<file path="config.mk">
export PLATFORM = sky130hd
export DESIGN_NAME = control_sequencer_flat
export DESIGN_NICKNAME = d
export VERILOG_FILES = /design/src/rtl/control_sequencer_pkg.sv /design/src/rtl/control_sequencer_if.sv /design/src/rtl/control_sequencer_decode.sv /design/src/rtl/control_sequencer.sv /design/src/flat_wrapper.sv
export SDC_FILE = /design/constraint.sdc
export NUM_CORES = 1
export LEC_CHECK = 0
export ABC_AREA = 1
export ABC_CLOCK_PERIOD_IN_PS = 4700
export CORE_MARGIN = 4
export CORE_UTILIZATION = 44
export CTS_BUF_LIST = sky130_fd_sc_hd__clkbuf_16
export DETAILED_ROUTE_END_ITERATION = 10
export GPL_TIMING_DRIVEN = 0
export PLACE_DENSITY = 0.87
export SLEW_MARGIN = 20
export SYNTH_ARGS = -nofsm -noshare
export SYNTH_HDL_FRONTEND = slang
export SYNTH_SLANG_ARGS = --single-unit
</file>
<file path="constraint.sdc">
create_clock -name clock -period 4.7 [get_ports clock]
set_clock_uncertainty 0.1 [all_clocks]
set_input_delay 0.705 -clock clock [delete_from_list [all_inputs] [get_ports clock]]
set_output_delay 0.705 -clock clock [all_outputs]
set_load 0.005 [all_outputs]
</file>
<file path="src/rtl/control_sequencer_pkg.sv">
// ctrl_pkg: opcode map, instruction classes and sequencer states shared by the
// control unit and its decoder.
package ctrl_pkg;
    localparam logic [4:0] OP_LD   = 5'b00000, OP_LDI  = 5'b00001, OP_ST   = 5'b00010;
    localparam logic [4:0] OP_ADD  = 5'b00011, OP_SUB  = 5'b00100, OP_SHR  = 5'b00101;
    localparam logic [4:0] OP_SHRA = 5'b00110, OP_SHL  = 5'b00111, OP_ROR  = 5'b01000;
    localparam logic [4:0] OP_ROL  = 5'b01001, OP_AND  = 5'b01010, OP_OR   = 5'b01011;
    localparam logic [4:0] OP_ADDI = 5'b01100, OP_ANDI = 5'b01101, OP_ORI  = 5'b01110;
    localparam logic [4:0] OP_MUL  = 5'b01111, OP_DIV  = 5'b10000, OP_NEG  = 5'b10001;
    localparam logic [4:0] OP_NOT  = 5'b10010, OP_BR   = 5'b10011, OP_JR   = 5'b10100;
    localparam logic [4:0] OP_IN   = 5'b10110, OP_OUT  = 5'b10111, OP_MFHI = 5'b11000;
    localparam logic [4:0] OP_MFLO = 5'b11001, OP_NOP  = 5'b11010, OP_HALT = 5'b11011;
    localparam logic [4:0] ALU_ADD = OP_ADD;

    typedef enum logic [3:0] {
        C_ALU3, C_ALUI, C_ALU2, C_MULDIV, C_LD, C_LDI, C_ST, C_BR, C_SINGLE, C_NOP, C_HALT, C_ILLEGAL
    } cls_e;

    typedef enum logic [3:0] {
        S_RESET, S_FETCH0, S_FETCH1, S_FETCH2, S_T3, S_T4, S_T5, S_T6, S_T7, S_STOPPED, S_HALTED
    } state_e;
endpackage

</file>
<file path="src/rtl/control_sequencer_if.sv">
// control_sequencer_if: instruction/status inputs and datapath strobes between
// the control unit (master) and the datapath (slave).
interface control_sequencer_if #(
    parameter int DATA_W = 32,
    parameter int OPC_W  = 5
);
    logic [DATA_W-1:0] ir;
    logic con_ff, mem_ready, stop;
    logic pco, pci, inc_pc, mari, mdri, mdro, iri, mem_read, mem_write;
    logic gra, grb, grc, rin, rout, bain;
    logic ryi, rzli, rzhi, rzlo, rzho, hii, hio, loi, loo;
    logic ipo, opi, csigno, coni;
    logic [OPC_W-1:0] alu_op;
    logic run, illegal, bus_error;

    modport master (
        input  ir, con_ff, mem_ready, stop,
        output pco, pci, inc_pc, mari, mdri, mdro, iri, mem_read, mem_write,
        output gra, grb, grc, rin, rout, bain,
        output ryi, rzli, rzhi, rzlo, rzho, hii, hio, loi, loo,
        output ipo, opi, csigno, coni, alu_op, run, illegal, bus_error
    );

    modport slave (
        output ir, con_ff, mem_ready, stop,
        input  pco, pci, inc_pc, mari, mdri, mdro, iri, mem_read, mem_write,
        input  gra, grb, grc, rin, rout, bain,
        input  ryi, rzli, rzhi, rzlo, rzho, hii, hio, loi, loo,
        input  ipo, opi, csigno, coni, alu_op, run, illegal, bus_error
    );
endinterface

</file>
<file path="src/rtl/control_sequencer_decode.sv">
// ctrl_decode: maps an opcode onto its instruction class; any opcode outside
// the defined map, including set bits above the 5-bit map, is illegal.
module ctrl_decode
    import ctrl_pkg::*;
#(
    parameter int OPC_W = 5
) (
    input  logic [OPC_W-1:0] opc_i,
    output cls_e             cls_o
);
    logic       hi;
    logic [4:0] op;

    assign hi = (opc_i >> 5) != '0;
    assign op = opc_i[4:0];

    always_comb begin
        cls_o = C_ILLEGAL;
        case (op)
            OP_LD:  cls_o = C_LD;
            OP_LDI: cls_o = C_LDI;
            OP_ST:  cls_o = C_ST;
            OP_ADD, OP_SUB, OP_SHR, OP_SHRA, OP_SHL, OP_ROR, OP_ROL, OP_AND, OP_OR: cls_o = C_ALU3;
            OP_ADDI, OP_ANDI, OP_ORI: cls_o = C_ALUI;
            OP_NEG, OP_NOT: cls_o = C_ALU2;
            OP_MUL, OP_DIV: cls_o = C_MULDIV;
            OP_BR:  cls_o = C_BR;
            OP_JR, OP_IN, OP_OUT, OP_MFHI, OP_MFLO: cls_o = C_SINGLE;
            OP_NOP:  cls_o = C_NOP;
            OP_HALT: cls_o = C_HALT;
            default: cls_o = C_ILLEGAL;
        endcase
        if (hi) cls_o = C_ILLEGAL;
    end
endmodule

</file>
<file path="src/rtl/control_sequencer.sv">
// control_sequencer: hardwired fetch/execute sequencer driving the datapath
// strobes, with memory wait/timeout, stop at instruction boundary and halt/trap.
module control_sequencer
    import ctrl_pkg::*;
#(
    parameter int DATA_W      = 32,
    parameter int OPC_W       = 5,
    parameter int MEM_TIMEOUT = 16
) (
    input logic                clock,
    input logic                reset,
    control_sequencer_if.master bus
);
    localparam int CW = MEM_TIMEOUT > 1 ? $clog2(MEM_TIMEOUT) : 1;

    state_e           state_q, state_d;
    logic [CW-1:0]    cnt_q, cnt_d;
    logic             illegal_q, illegal_d, bus_error_q, bus_error_d;
    logic             last, mem_st, tmo;
    logic [OPC_W-1:0] opc;
    logic [4:0]       op5;
    cls_e             cls;

    assign opc = bus.ir[DATA_W-1 -: OPC_W];
    assign op5 = opc[4:0];

    ctrl_decode #(.OPC_W(OPC_W)) u_decode (.opc_i(opc), .cls_o(cls));

    assign mem_st = state_q == S_FETCH1 || (state_q == S_T6 && cls == C_LD) || (state_q == S_T7 && cls == C_ST);
    // A mem_ready in the final allowed wait cycle completes the access rather than timing out.
    assign tmo    = MEM_TIMEOUT > 0 && mem_st && !bus.mem_ready && cnt_q == CW'(MEM_TIMEOUT - 1);
    assign cnt_d  = mem_st ? cnt_q + 1'b1 : '0;

    assign bus.run       = !(state_q inside {S_RESET, S_STOPPED, S_HALTED});
    assign bus.illegal   = illegal_q;
    assign bus.bus_error = bus_error_q;

    always_ff @(posedge clock) begin
        if (reset) begin
            state_q     <= S_RESET;
            cnt_q       <= '0;
            illegal_q   <= 1'b0;
            bus_error_q <= 1'b0;
        end else begin
            state_q     <= state_d;
            cnt_q       <= cnt_d;
            illegal_q   <= illegal_d;
            bus_error_q <= bus_error_d;
        end
    end

    always_comb begin
        state_d     = state_q;
        illegal_d   = illegal_q;
        bus_error_d = bus_error_q;
        last        = 1'b0;
        {bus.pco, bus.pci, bus.inc_pc, bus.mari, bus.mdri, bus.mdro, bus.iri, bus.mem_read, bus.mem_write} = '0;
        {bus.gra, bus.grb, bus.grc, bus.rin, bus.rout, bus.bain} = '0;
        {bus.ryi, bus.rzli, bus.rzhi, bus.rzlo, bus.rzho, bus.hii, bus.hio, bus.loi, bus.loo} = '0;
        {bus.ipo, bus.opi, bus.csigno, bus.coni} = '0;
        bus.alu_op  = '0;
        case (state_q)
            S_RESET:  state_d = S_FETCH0;
            S_FETCH0: begin
                {bus.pco, bus.mari, bus.inc_pc} = '1;
                state_d = S_FETCH1;
            end
            S_FETCH1: begin
                bus.mem_read = 1'b1;
                bus.mdri     = bus.mem_ready;
                state_d      = bus.mem_ready ? S_FETCH2 : S_FETCH1;
            end
            S_FETCH2: begin
                {bus.mdro, bus.iri} = '1;
                state_d = S_T3;
            end
            S_T3: begin
                state_d = S_T4;
                case (cls)
                    C_ALU3, C_ALUI:   {bus.grb, bus.rout, bus.ryi} = '1;
                    C_ALU2: begin
                        {bus.grb, bus.rout, bus.rzli} = '1;
                        bus.alu_op = opc;
                    end
                    C_MULDIV:         {bus.gra, bus.rout, bus.ryi} = '1;
                    C_LD, C_LDI, C_ST: {bus.grb, bus.bain, bus.rout, bus.ryi} = '1;
                    C_BR:             {bus.gra, bus.rout, bus.coni} = '1;
                    C_SINGLE: begin
                        last     = 1'b1;
                        bus.gra  = 1'b1;
                        bus.rout = op5 == OP_JR || op5 == OP_OUT;
                        bus.rin  = op5 == OP_IN || op5 == OP_MFHI || op5 == OP_MFLO;
                        bus.pci  = op5 == OP_JR;
                        bus.ipo  = op5 == OP_IN;
                        bus.opi  = op5 == OP_OUT;
                        bus.hio  = op5 == OP_MFHI;
                        bus.loo  = op5 == OP_MFLO;
                    end
                    C_NOP:  last = 1'b1;
                    C_HALT: state_d = S_HALTED;
                    default: begin
                        illegal_d = 1'b1;
                        state_d   = S_HALTED;
                    end
                endcase
            end
            S_T4: begin
                state_d = S_T5;
                case (cls)
                    C_ALU3: begin
                        {bus.grc, bus.rout, bus.rzli} = '1;
                        bus.alu_op = opc;
                    end
                    C_ALUI: begin
                        {bus.csigno, bus.rzli} = '1;
                        bus.alu_op = opc;
                    end
                    C_ALU2: begin
                        {bus.rzlo, bus.gra, bus.rin} = '1;
                        last = 1'b1;
                    end
                    C_MULDIV: begin
                        {bus.grb, bus.rout, bus.rzli, bus.rzhi} = '1;
                        bus.alu_op = opc;
                    end
                    C_LD, C_LDI, C_ST: begin
                        {bus.csigno, bus.rzli} = '1;
                        bus.alu_op = OPC_W'(ALU_ADD);
                    end
                    C_BR:    {bus.pco, bus.ryi} = '1;
                    default: state_d = S_FETCH0;
                endcase
            end
            S_T5: begin
                state_d = S_T6;
                case (cls)
                    C_ALU3, C_ALUI, C_LDI: begin
                        {bus.rzlo, bus.gra, bus.rin} = '1;
                        last = 1'b1;
                    end
                    C_MULDIV:   {bus.rzlo, bus.loi} = '1;
                    C_LD, C_ST: {bus.rzlo, bus.mari} = '1;
                    C_BR: begin
                        {bus.csigno, bus.rzli} = '1;
                        bus.alu_op = OPC_W'(ALU_ADD);
                    end
                    default: state_d = S_FETCH0;
                endcase
            end
            S_T6: begin
                state_d = S_T7;
                case (cls)
                    C_MULDIV: begin
                        {bus.rzho, bus.hii} = '1;
                        last = 1'b1;
                    end
                    C_LD: begin
                        bus.mem_read = 1'b1;
                        bus.mdri     = bus.mem_ready;
                        state_d      = bus.mem_ready ? S_T7 : S_T6;
                    end
                    C_BR: begin
                        bus.rzlo = 1'b1;
                        bus.pci  = bus.con_ff;
                        last     = 1'b1;
                    end
                    C_ST:    {bus.gra, bus.rout, bus.mdri} = '1;
                    default: state_d = S_FETCH0;
                endcase
            end
            S_T7: begin
                state_d = S_FETCH0;
                case (cls)
                    C_LD: begin
                        {bus.mdro, bus.gra, bus.rin} = '1;
                        last = 1'b1;
                    end
                    C_ST: begin
                        bus.mem_write = 1'b1;
                        state_d       = S_T7;
                        last          = bus.mem_ready;
                    end
                    default: state_d = S_FETCH0;
                endcase
            end
            S_STOPPED: state_d = bus.stop ? S_STOPPED : S_FETCH0;
            default:   state_d = state_q;
        endcase
        if (last) state_d = bus.stop ? S_STOPPED : S_FETCH0;
        if (tmo) begin
            state_d     = S_HALTED;
            bus_error_d = 1'b1;
        end
    end
endmodule

</file>
<file path="src/flat_wrapper.sv">
// flat-port wrapper written by rule: the top's interface ports become plain ports
module control_sequencer_flat import ctrl_pkg::*;
#(
    parameter int DATA_W      = 32,
    parameter int OPC_W       = 5,
    parameter int MEM_TIMEOUT = 16
)
  (clock, reset, bus_ir, bus_con_ff, bus_mem_ready, bus_stop, bus_pco, bus_pci, bus_inc_pc, bus_mari, bus_mdri, bus_mdro, bus_iri, bus_mem_read, bus_mem_write, bus_gra, bus_grb, bus_grc, bus_rin, bus_rout, bus_bain, bus_ryi, bus_rzli, bus_rzhi, bus_rzlo, bus_rzho, bus_hii, bus_hio, bus_loi, bus_loo, bus_ipo, bus_opi, bus_csigno, bus_coni, bus_alu_op, bus_run, bus_illegal, bus_bus_error);
  control_sequencer_if #(.DATA_W(DATA_W), .OPC_W(OPC_W)) bus_i ();
  input logic clock;
  input logic reset;
  input wire logic [$bits(bus_i.ir)-1:0] bus_ir;
  input wire logic [$bits(bus_i.con_ff)-1:0] bus_con_ff;
  input wire logic [$bits(bus_i.mem_ready)-1:0] bus_mem_ready;
  input wire logic [$bits(bus_i.stop)-1:0] bus_stop;
  output wire logic [$bits(bus_i.pco)-1:0] bus_pco;
  output wire logic [$bits(bus_i.pci)-1:0] bus_pci;
  output wire logic [$bits(bus_i.inc_pc)-1:0] bus_inc_pc;
  output wire logic [$bits(bus_i.mari)-1:0] bus_mari;
  output wire logic [$bits(bus_i.mdri)-1:0] bus_mdri;
  output wire logic [$bits(bus_i.mdro)-1:0] bus_mdro;
  output wire logic [$bits(bus_i.iri)-1:0] bus_iri;
  output wire logic [$bits(bus_i.mem_read)-1:0] bus_mem_read;
  output wire logic [$bits(bus_i.mem_write)-1:0] bus_mem_write;
  output wire logic [$bits(bus_i.gra)-1:0] bus_gra;
  output wire logic [$bits(bus_i.grb)-1:0] bus_grb;
  output wire logic [$bits(bus_i.grc)-1:0] bus_grc;
  output wire logic [$bits(bus_i.rin)-1:0] bus_rin;
  output wire logic [$bits(bus_i.rout)-1:0] bus_rout;
  output wire logic [$bits(bus_i.bain)-1:0] bus_bain;
  output wire logic [$bits(bus_i.ryi)-1:0] bus_ryi;
  output wire logic [$bits(bus_i.rzli)-1:0] bus_rzli;
  output wire logic [$bits(bus_i.rzhi)-1:0] bus_rzhi;
  output wire logic [$bits(bus_i.rzlo)-1:0] bus_rzlo;
  output wire logic [$bits(bus_i.rzho)-1:0] bus_rzho;
  output wire logic [$bits(bus_i.hii)-1:0] bus_hii;
  output wire logic [$bits(bus_i.hio)-1:0] bus_hio;
  output wire logic [$bits(bus_i.loi)-1:0] bus_loi;
  output wire logic [$bits(bus_i.loo)-1:0] bus_loo;
  output wire logic [$bits(bus_i.ipo)-1:0] bus_ipo;
  output wire logic [$bits(bus_i.opi)-1:0] bus_opi;
  output wire logic [$bits(bus_i.csigno)-1:0] bus_csigno;
  output wire logic [$bits(bus_i.coni)-1:0] bus_coni;
  output wire logic [$bits(bus_i.alu_op)-1:0] bus_alu_op;
  output wire logic [$bits(bus_i.run)-1:0] bus_run;
  output wire logic [$bits(bus_i.illegal)-1:0] bus_illegal;
  output wire logic [$bits(bus_i.bus_error)-1:0] bus_bus_error;
  assign bus_i.ir = bus_ir;
  assign bus_i.con_ff = bus_con_ff;
  assign bus_i.mem_ready = bus_mem_ready;
  assign bus_i.stop = bus_stop;
  assign bus_pco = bus_i.pco;
  assign bus_pci = bus_i.pci;
  assign bus_inc_pc = bus_i.inc_pc;
  assign bus_mari = bus_i.mari;
  assign bus_mdri = bus_i.mdri;
  assign bus_mdro = bus_i.mdro;
  assign bus_iri = bus_i.iri;
  assign bus_mem_read = bus_i.mem_read;
  assign bus_mem_write = bus_i.mem_write;
  assign bus_gra = bus_i.gra;
  assign bus_grb = bus_i.grb;
  assign bus_grc = bus_i.grc;
  assign bus_rin = bus_i.rin;
  assign bus_rout = bus_i.rout;
  assign bus_bain = bus_i.bain;
  assign bus_ryi = bus_i.ryi;
  assign bus_rzli = bus_i.rzli;
  assign bus_rzhi = bus_i.rzhi;
  assign bus_rzlo = bus_i.rzlo;
  assign bus_rzho = bus_i.rzho;
  assign bus_hii = bus_i.hii;
  assign bus_hio = bus_i.hio;
  assign bus_loi = bus_i.loi;
  assign bus_loo = bus_i.loo;
  assign bus_ipo = bus_i.ipo;
  assign bus_opi = bus_i.opi;
  assign bus_csigno = bus_i.csigno;
  assign bus_coni = bus_i.coni;
  assign bus_alu_op = bus_i.alu_op;
  assign bus_run = bus_i.run;
  assign bus_illegal = bus_i.illegal;
  assign bus_bus_error = bus_i.bus_error;
  control_sequencer #(.DATA_W(DATA_W), .OPC_W(OPC_W), .MEM_TIMEOUT(MEM_TIMEOUT)) u_core (.clock(clock), .reset(reset), .bus(bus_i));
endmodule
</file>
=== Word-level counts from Yosys, hierarchy flattened ===
Memories as Yosys holds them, arrays and structs flattened.
Index checks and enable logic that the tools add are counted.

* Register bits after elaboration: 10
* Input port bits: 37
* ROM bits: 128
* Word-level logic and storage cells: 139
* Memories kept: 1
* Output and inout bits: 36

* Bitwise gates (word level): 2
* Reduce and logical (&&, ||, !) cells: 35
* $add $sub $neg: 1
* Muxes and demuxes: 69
* Eq/ne operators: 26

{| class="wikitable"
|+ Memories
! memory !! depth !! bits a word !! rd ports !! clocked after Yosys merged registers in !! wr ports !! RTL line !! text
|-
| (name not given) || 32 || 4 || 1 || 0 || 0 || control_sequencer_decode.sv:19 || <nowiki>case (op)</nowiki>
|}

{| class="wikitable"
|+ Operator list
! operator !! count
|-
| one-hot mux 4 bit (10 select lines) || 1
|-
| 2-to-1 mux 1 bit || 37
|-
| equality test 4 x 3 -> 1 bit, second input constant || 8
|-
| equality test 4 bit, second input constant || 7
|-
| equality test 5 bit, second input constant || 5
|-
| 2-to-1 mux 4 bit || 6
|-
| one-hot mux 1 bit (2 select lines) || 12
|-
| equality test 4 x 2 -> 1 bit, second input constant || 4
|-
| one-hot mux 5 bit (3 select lines) || 1
|-
| OR reduction 3 bit || 5
|-
| nonzero test 12 bit || 1
|-
| OR reduction 2 bit || 6
|-
| OR reduction 6 bit || 2
|-
| nonzero test 11 bit || 1
|-
| OR reduction 11 bit || 1
|-
| one-hot mux 1 bit (5 select lines) || 2
|-
| one-hot mux 5 bit (2 select lines) || 1
|-
| OR reduction 10 bit || 1
|-
| one-hot mux 1 bit (3 select lines) || 3
|-
| equality test 4 x 1 -> 1 bit, second input constant || 2
|-
| logical NOT 4 bit || 2
|-
| one-hot mux 4 bit (2 select lines) || 1
|-
| OR reduction 8 bit || 1
|-
| OR reduction 7 bit || 1
|-
| other kinds (12) || 22
|}

=== Longest topological paths before layout ===
Gate-level depths: netlist of run 1.
An unclocked memory read counts as a cell.

* Depth in word-level cells: 8
* Gate-level depth with buffers: 17
* Gate-level depth less buffers: 17

=== By module ===
Synthesis of run 1 repeated with hierarchy kept, for this count alone.

* Cell total of the unflattened synthesis: 272
* Area, all modules: 1436.4 µm²

{| class="wikitable"
|+ Modules (own cells, without submodules)
! module !! instances !! sequential area each (µm²) !! cells each !! area each (µm²)
|-
| control_sequencer || 1 || 200.2 || 235 || 1252.5
|-
| ctrl_decode || 1 || 0.0 || 37 || 183.9
|}

=== Worst setup path after synthesis of run 1 ===
OpenSTA, ideal clock, no wires.

* Path kind: input port to output port
* Start point: input port bus_ir[27]
* End point: output port bus_alu_op[0]
* Stages on the path: 13
* Setup slack: 1898 ps
* Buffers on the path: 0
* Arrival time: 1997 ps
* Data required time: 3895 ps
* Cell sequence: inv_1 ha_1 nand2_1 nand2_1 nor2_2 nor2_4 nor2_4 inv_2 nor2_2 inv_2 nor2_1 a31oi_1 o21ai_0

* Cells in the longest elaborated chain, start to end: 5
* Elaborated cells between the ends (all ways): 15
* Those cells by class: eq/ne (7); mux (4); reduce/logical (3); memory (1)

{| class="wikitable"
|+ Ends and longest elaborated chain
! what !! RTL line !! text
|-
| start, declared || flat_wrapper.sv:12 || <nowiki>input wire logic [$bits(bus_i.ir)-1:0] bus_ir;</nowiki>
|-
| memory (32 x 4 bit) || -- ||
|-
| equality test 4 x 3 -> 1 bit (tied with other cells) || control_sequencer.sv:109 || <nowiki>case (cls)</nowiki>
|-
| OR reduction 3 bit || -- ||
|-
| one-hot mux 5 bit (2 select lines) || control_sequencer.sv:109 ||
|-
| one-hot mux 5 bit (3 select lines) (*) || control_sequencer.sv:62 || <nowiki>case (state_q)</nowiki>
|-
| end, declared || flat_wrapper.sv:44 || <nowiki>output wire logic [$bits(bus_i.alu_op)-1:0] bus_alu_op;</nowiki>
|}

Mark *: on every way between the ends. The rest lies on a longest branch, timed or not.

=== Worst setup path after layout of run 1 ===
Ends and elaborated chain as after synthesis.

==> results of run 1 <==
state kept, by name (all words and copies together) (netlist names):
signal / count
u_core.state_q: 4
u_core.bus.illegal: 1
u_core.cnt_q: 4
u_core.bus.bus_error: 1
worst register-to-register path, cell delays in order, from the launching register on:
cell     delay [ns]
dfxtp_1        0.41
inv_1          0.08
nor2_2         0.16
inv_1          0.08
nor2_1         0.43
nand3_1        0.13
nor2_1         0.17
a21oi_1        0.09
nand3_1        0.11
nand2_1        0.07
nand3_1        0.06
nand2_1        0.05
inv_1          0.05
per-stage QoR:
stage / cells / setup slack, ns
after floorplan: 250 / 1.90
after global placement: 338 / 0.592
after detailed placement: 338 / 0.551
after CTS: 341 / 0.552
after global routing: 341 / 0.342
final: 341 / 0.561
per-layer routing:
metal  wire length (µm)  GRT usage (%)
met3                306           3.76
met1               1810           26.7
met4                113           8.03
met2               2050           36.1
met5                  0              0
cells by family after synthesis:
| logic type | Yosys count |
|---|---|
| xor gates and xnor gates | 1 |
| AOI/OAI and AO/OA | 34 |
| adders and majority gates | 6 |
| DFF | 10 |
| buffers and inverters | 45 |
| and+or+nand+nor | 154 |
worst paths after layout:
kind / startpoint / endpoint / depth (start not counted)
setup / recovery: bus_ir[27] / bus_alu_op[0] / 15
hold / removal: u_core.cnt_q[0] / u_core.cnt_q[0] / 1
setup reg to reg: u_core.state_q[2] / u_core.state_q[1] / 12
hold reg to reg: u_core.cnt_q[0] / u_core.cnt_q[0] / 1
synthesized netlist by cell type (all sizes together):
| master | count | area share, % |
|---|---|---|
| ha | 6 | 5.2 |
| nand3 | 27 | 11 |
| dfxtp | 10 | 14 |
| o2111ai | 1 | 0.61 |
| o31ai | 1 | 0.52 |
| o211ai | 3 | 1.9 |
| a21oi | 8 | 2.8 |
| buf | 2 | 1.3 |
| o22ai | 1 | 0.44 |
| nor4 | 2 | 0.87 |
| nand4 | 3 | 1.3 |
| o21a | 1 | 0.52 |
| nor3 | 6 | 2.1 |
| nand2 | 63 | 19 |
| o21ai | 15 | 5.5 |
| a31oi | 1 | 0.44 |
| xor2 | 1 | 0.61 |
| nor2 | 51 | 17 |
| inv | 43 | 11 |
| a21boi | 1 | 1.3 |
| nor3b | 1 | 0.87 |
| o221ai | 1 | 0.61 |
| or2 | 1 | 0.61 |
| o32ai | 1 | 0.61 |
final cells by class:
cell class                 instances  area (µm²)
buffer                             2        18.8
clock buffer                       3        75.1
fill                             280        1070
inverter                          43         161
multi-input combinational        195        1060
sequential                        10         200
tap                               44        55.1
timing repair buffer              44         440
where the power goes:
part | internal [W] | switching, W | leakage (nW)
Clock | 0.000110 | 0.0000367 | 0.0370
Sequential | 0.0000984 | 0.0000178 | 0.0812
Combinational | 0.000134 | 0.000165 | 0.802
==> impl_metrics.ini, run 1 <==
[power]
ir_worst_vdd_mv = 0.185
power_density_nw_per_um2 = 280
leakage_nw = 0.920
total_power_w = 0.000562

[critical_path]
required_ns = 3.89
critical_path_buf_inv_count = 5
crit_path_end_kind = output port
cp_max_fo = 7
critPathSlowestCell = clkdlybuf4s50_1
max_stage_delay_ns = 0.53
critical_path_class = input port to output port
rrSetupSlack_ns = 2.67
crit_chain = clkdlybuf4s50_1 > inv_1 > ha_1 > nand2_1 > nand2_1 > nor2_2 > nor2_4 > nor2_4 > inv_2 > nor2_2 > inv_2 > nor2_1 > a31oi_1 > o21ai_0 > clkdlybuf4s50_1
critPathTopFamily = buffers and inverters
cp.arrival_ns = 3.33
start_kind = input port

[cts]
root_buffer = clkbuf_16
clock_sinks = 10
post_cts.repair.setup_buffers = 0
cts_buffer_depth = 2
cts_tree = built
cts_made_buffers = 3
ctsHoldBuffers = 0
clk_pin_slew_worst_paths_ns = 0.04
cts_resized = 0
clock_latency_ns = 0.23
htree_levels = 1

[finish]
stdcell_area_um2 = 2010
utilization_pct = 65.2
final_common_cell = nand2_1
diodes = 0
final_cell_mix = 53 x nand2_1, 44 x clkdlybuf4s50_1, 38 x inv_1, 38 x nor2_1, 23 x nand3_1
synthToLayoutAreaGrowth_pct = 39.7
drive_gt1_share_pct = 14.1
fin_nets = 342

[synth]
ys_seq_elements = 10
synth_xor_area_share_pct = 0.610
synth_cell_types = 34
synthAdderAreaFrac_pct = 5.23
synth_area_per_cell_um2 = 5.75
yosys.area_share.simple_pct = 52.4
synthCells = 250
ys.warnings.count = 0
ys_seq_area_share_pct = 13.9
synth_compound_area_share_pct = 15.2
synth_top_family_by_area = simple AND/OR/NAND/NOR gates
synth_mux_area_share_pct = 0
synth_nets = 293
syn_area_um2 = 1440

[sta]
finalSetupTns_ns = 0
hold_viol = 0
period_minus_slack_ns = 4.14
setup_viol = 0
fmax_mhz = 242
worst_pin_slew_ns = 0.544
max-slew-margin-rel_pct = 63.6
timing.hold.ws_ns = 0.344
slew_violations = 0
min_period_over_period_pct = 88.1
rsz0062_at_grt = false

[detailed_routing]
drt-total-wl_um = 4290
via_per_inst = 5.22
drt_iter0_markers = 175
route.detailed.drc = 0
drtPass1Iterations = 4
wl_per_cell_um = 12.6
num_vias = 1781
ant_nets = 0

[grt]
grt_pass1_wl_um = 7250
grt.overflow.total = 0
grtUsageTotal_pct = 21.2
grt_start_max_net_pins = 11
grt_pass1_vias = 1696
antenna_found_initial = 0

[job]
drv_cap = 0

[floorplanning]
core_um2 = 3080
rows = 20
dieArea_um2 = 4240
die_w_um = 65.1
ios = 73
start_util_pct = 46.7
die_h_um = 65.1

[status]
outcome = finished, final reports clean

[worst_hold_path]
holdCritPathClass = flop to flop

[placed_design]
dpl.hpwl_um = 3450
portBuffers = 44
place_area_um2 = 1930
place.gp.congestion = 1.00
No activity file was read; power rests on OpenSTA's default activity.
==> inputs of run 2 (changes only) <==
ABC_CLOCK_PERIOD_IN_PS = default   (was 4700)
CTS_CLUSTER_SIZE = 12   (was default)
==> results of run 2 <==
The final DEF is identical to that of run 1; final timing and power are the same.
==> inputs of run 3 (changes only) <==
CORE_ASPECT_RATIO = 0.6   (was default)
clock period = 5.1 ns   (was 4.7 ns; I/O delays follow)
==> impl_metrics.ini, run 3 (same netlist as run 1, synthesis figures left out) <==
[cts]
htree_levels = 1
post_cts.repair.setup_buffers = 0
ctsHoldBuffers = 0
clock_latency_ns = 0.23
root_buffer = clkbuf_16
clock_sinks = 10
clk_pin_slew_worst_paths_ns = 0.04
cts_buffer_depth = 2
cts_resized = 0
cts_made_buffers = 3
cts_tree = built

[grt]
antenna_found_initial = 0
grt_pass1_wl_um = 7340
grt_pass1_vias = 1593
grt.overflow.total = 0
grtUsageTotal_pct = 22.2
grt_start_max_net_pins = 11

[sta]
fmax_mhz = 235
period_minus_slack_ns = 4.25
max-slew-margin-rel_pct = 61.7
slew_violations = 0
finalSetupTns_ns = 0
timing.hold.ws_ns = 0.341
worst_pin_slew_ns = 0.573
setup_viol = 0
min_period_over_period_pct = 83.4
hold_viol = 0
rsz0062_at_grt = false

[floorplanning]
start_util_pct = 47.8
dieArea_um2 = 4270
die_h_um = 52.3
core_um2 = 3000
rows = 15
die_w_um = 81.8
ios = 73

[placed_design]
place.gp.congestion = 0.972
portBuffers = 44
dp_cells = 336
dpl.hpwl_um = 3700
place_area_um2 = 1930

[finish]
drive_gt1_share_pct = 14.1
synthToLayoutAreaGrowth_pct = 39.5
diodes = 0
stdcell_area_um2 = 2000
final_cell_mix = 53 x nand2_1, 44 x clkdlybuf4s50_1, 38 x inv_1, 38 x nor2_1, 23 x nand3_1
seq_area_um2 = 200
fin_nets = 342
nFillCells = 263
multiInputGateArea_um2 = 1060
final_common_cell = nand2_1
top_regs = u_core.cnt_q: 4 flops, u_core.state_q: 4 flops
instances_no_fill = 339

[critical_path]
rr_worst_depth = 10
critPathSlowestCell = clkdlybuf4s50_1
rrSetupSlack_ns = 3.02
critPathTopFamily = buffers and inverters
reg2reg_from = u_core.state_q[2]
start_kind = input port
reg2reg_to = u_core.state_q[2]
cp_max_fo = 7
max_stage_delay_ns = 0.54
crit_chain = clkdlybuf4s50_1 > inv_1 > ha_1 > nand2_1 > nand2_1 > nor2_2 > nor2_4 > nor2_4 > inv_2 > nor2_2 > inv_2 > nor2_1 > a31oi_1 > o21ai_0 > clkdlybuf4s50_1
cp.arrival_ns = 3.39
required_ns = 4.24
critical_path_buf_inv_count = 5
critical_path_class = input port to output port
crit_path_end_kind = output port

[worst_hold_path]
holdCritPathClass = flop to flop
hp-start = u_core.cnt_q[0]
hold-path-endpoint = u_core.cnt_q[0]
hold_depth = 1

[detailed_routing]
num_vias = 1810
drt-total-wl_um = 4470
via_per_inst = 5.34
wl_per_cell_um = 13.2
drtPass1Iterations = 5
ant_nets = 0
drt_iter0_markers = 199
route.detailed.drc = 0

[power]
ir_worst_vdd_mv = 0.183
leakage_nw = 0.920
power_density_nw_per_um2 = 257

[status]
outcome = finished, final reports clean

[job]
drv_cap = 0
-- run 3: final cells by class --
type	instances	area share [%]
inverter	43	8.05
clock buffer	3	3.75
timing repair buffer	44	22.0
tap	42	2.62
sequential	10	9.99
buffer	2	0.936
multi-input combinational	195	52.7
-- run 3: metrics by stage --
stage	worst slack (ns)	util (%)	total power [W]
after floorplan	2.18	-	0.000264
after global placement	0.876	64.3	0.000371
after detailed placement	0.857	64.3	0.000376
after CTS	0.858	66.8	0.000513
after global routing	0.664	66.8	0.000554
final	0.849	66.8	0.000514
-- run 3: power by group --
group | total, W | internal, W | switching, W
sequential | 0.000105 | 0.0000907 | 0.0000142
clock | 0.000135 | 0.000101 | 0.0000335
combinational | 0.000275 | 0.000124 | 0.000151
-- run 3: worst max-delay path by stage --
stage	cells after the start	from	endpoint
global placement	15	bus_ir[27]	bus_alu_op[0]
detailed placement	15	bus_ir[27]	bus_alu_op[0]
floorplan	13	bus_ir[27]	bus_alu_op[0]
global route	16	bus_ir[28]	bus_alu_op[1]
finish	15	bus_ir[27]	bus_alu_op[0]
CTS	15	bus_ir[27]	bus_alu_op[0]
-- run 3: worst register-to-register path, cell delays in order, from the launching register on --
cell	delay (ns)
dfxtp_1	0.41
inv_1	0.07
nor2_2	0.16
inv_1	0.07
nor2_1	0.45
nand3_1	0.14
nor2_1	0.21
a21oi_1	0.09
nand3_1	0.09
nand2_1	0.06
a21oi_1	0.14
-- run 3: layer usage --
metal,global-route usage (%),wire length [µm],up-vias
met5,0,0,-
met4,1.66,0,0
met3,4.81,495,0
met2,31.6,1690,105
met1,34.7,2280,797
li1,-,-,908
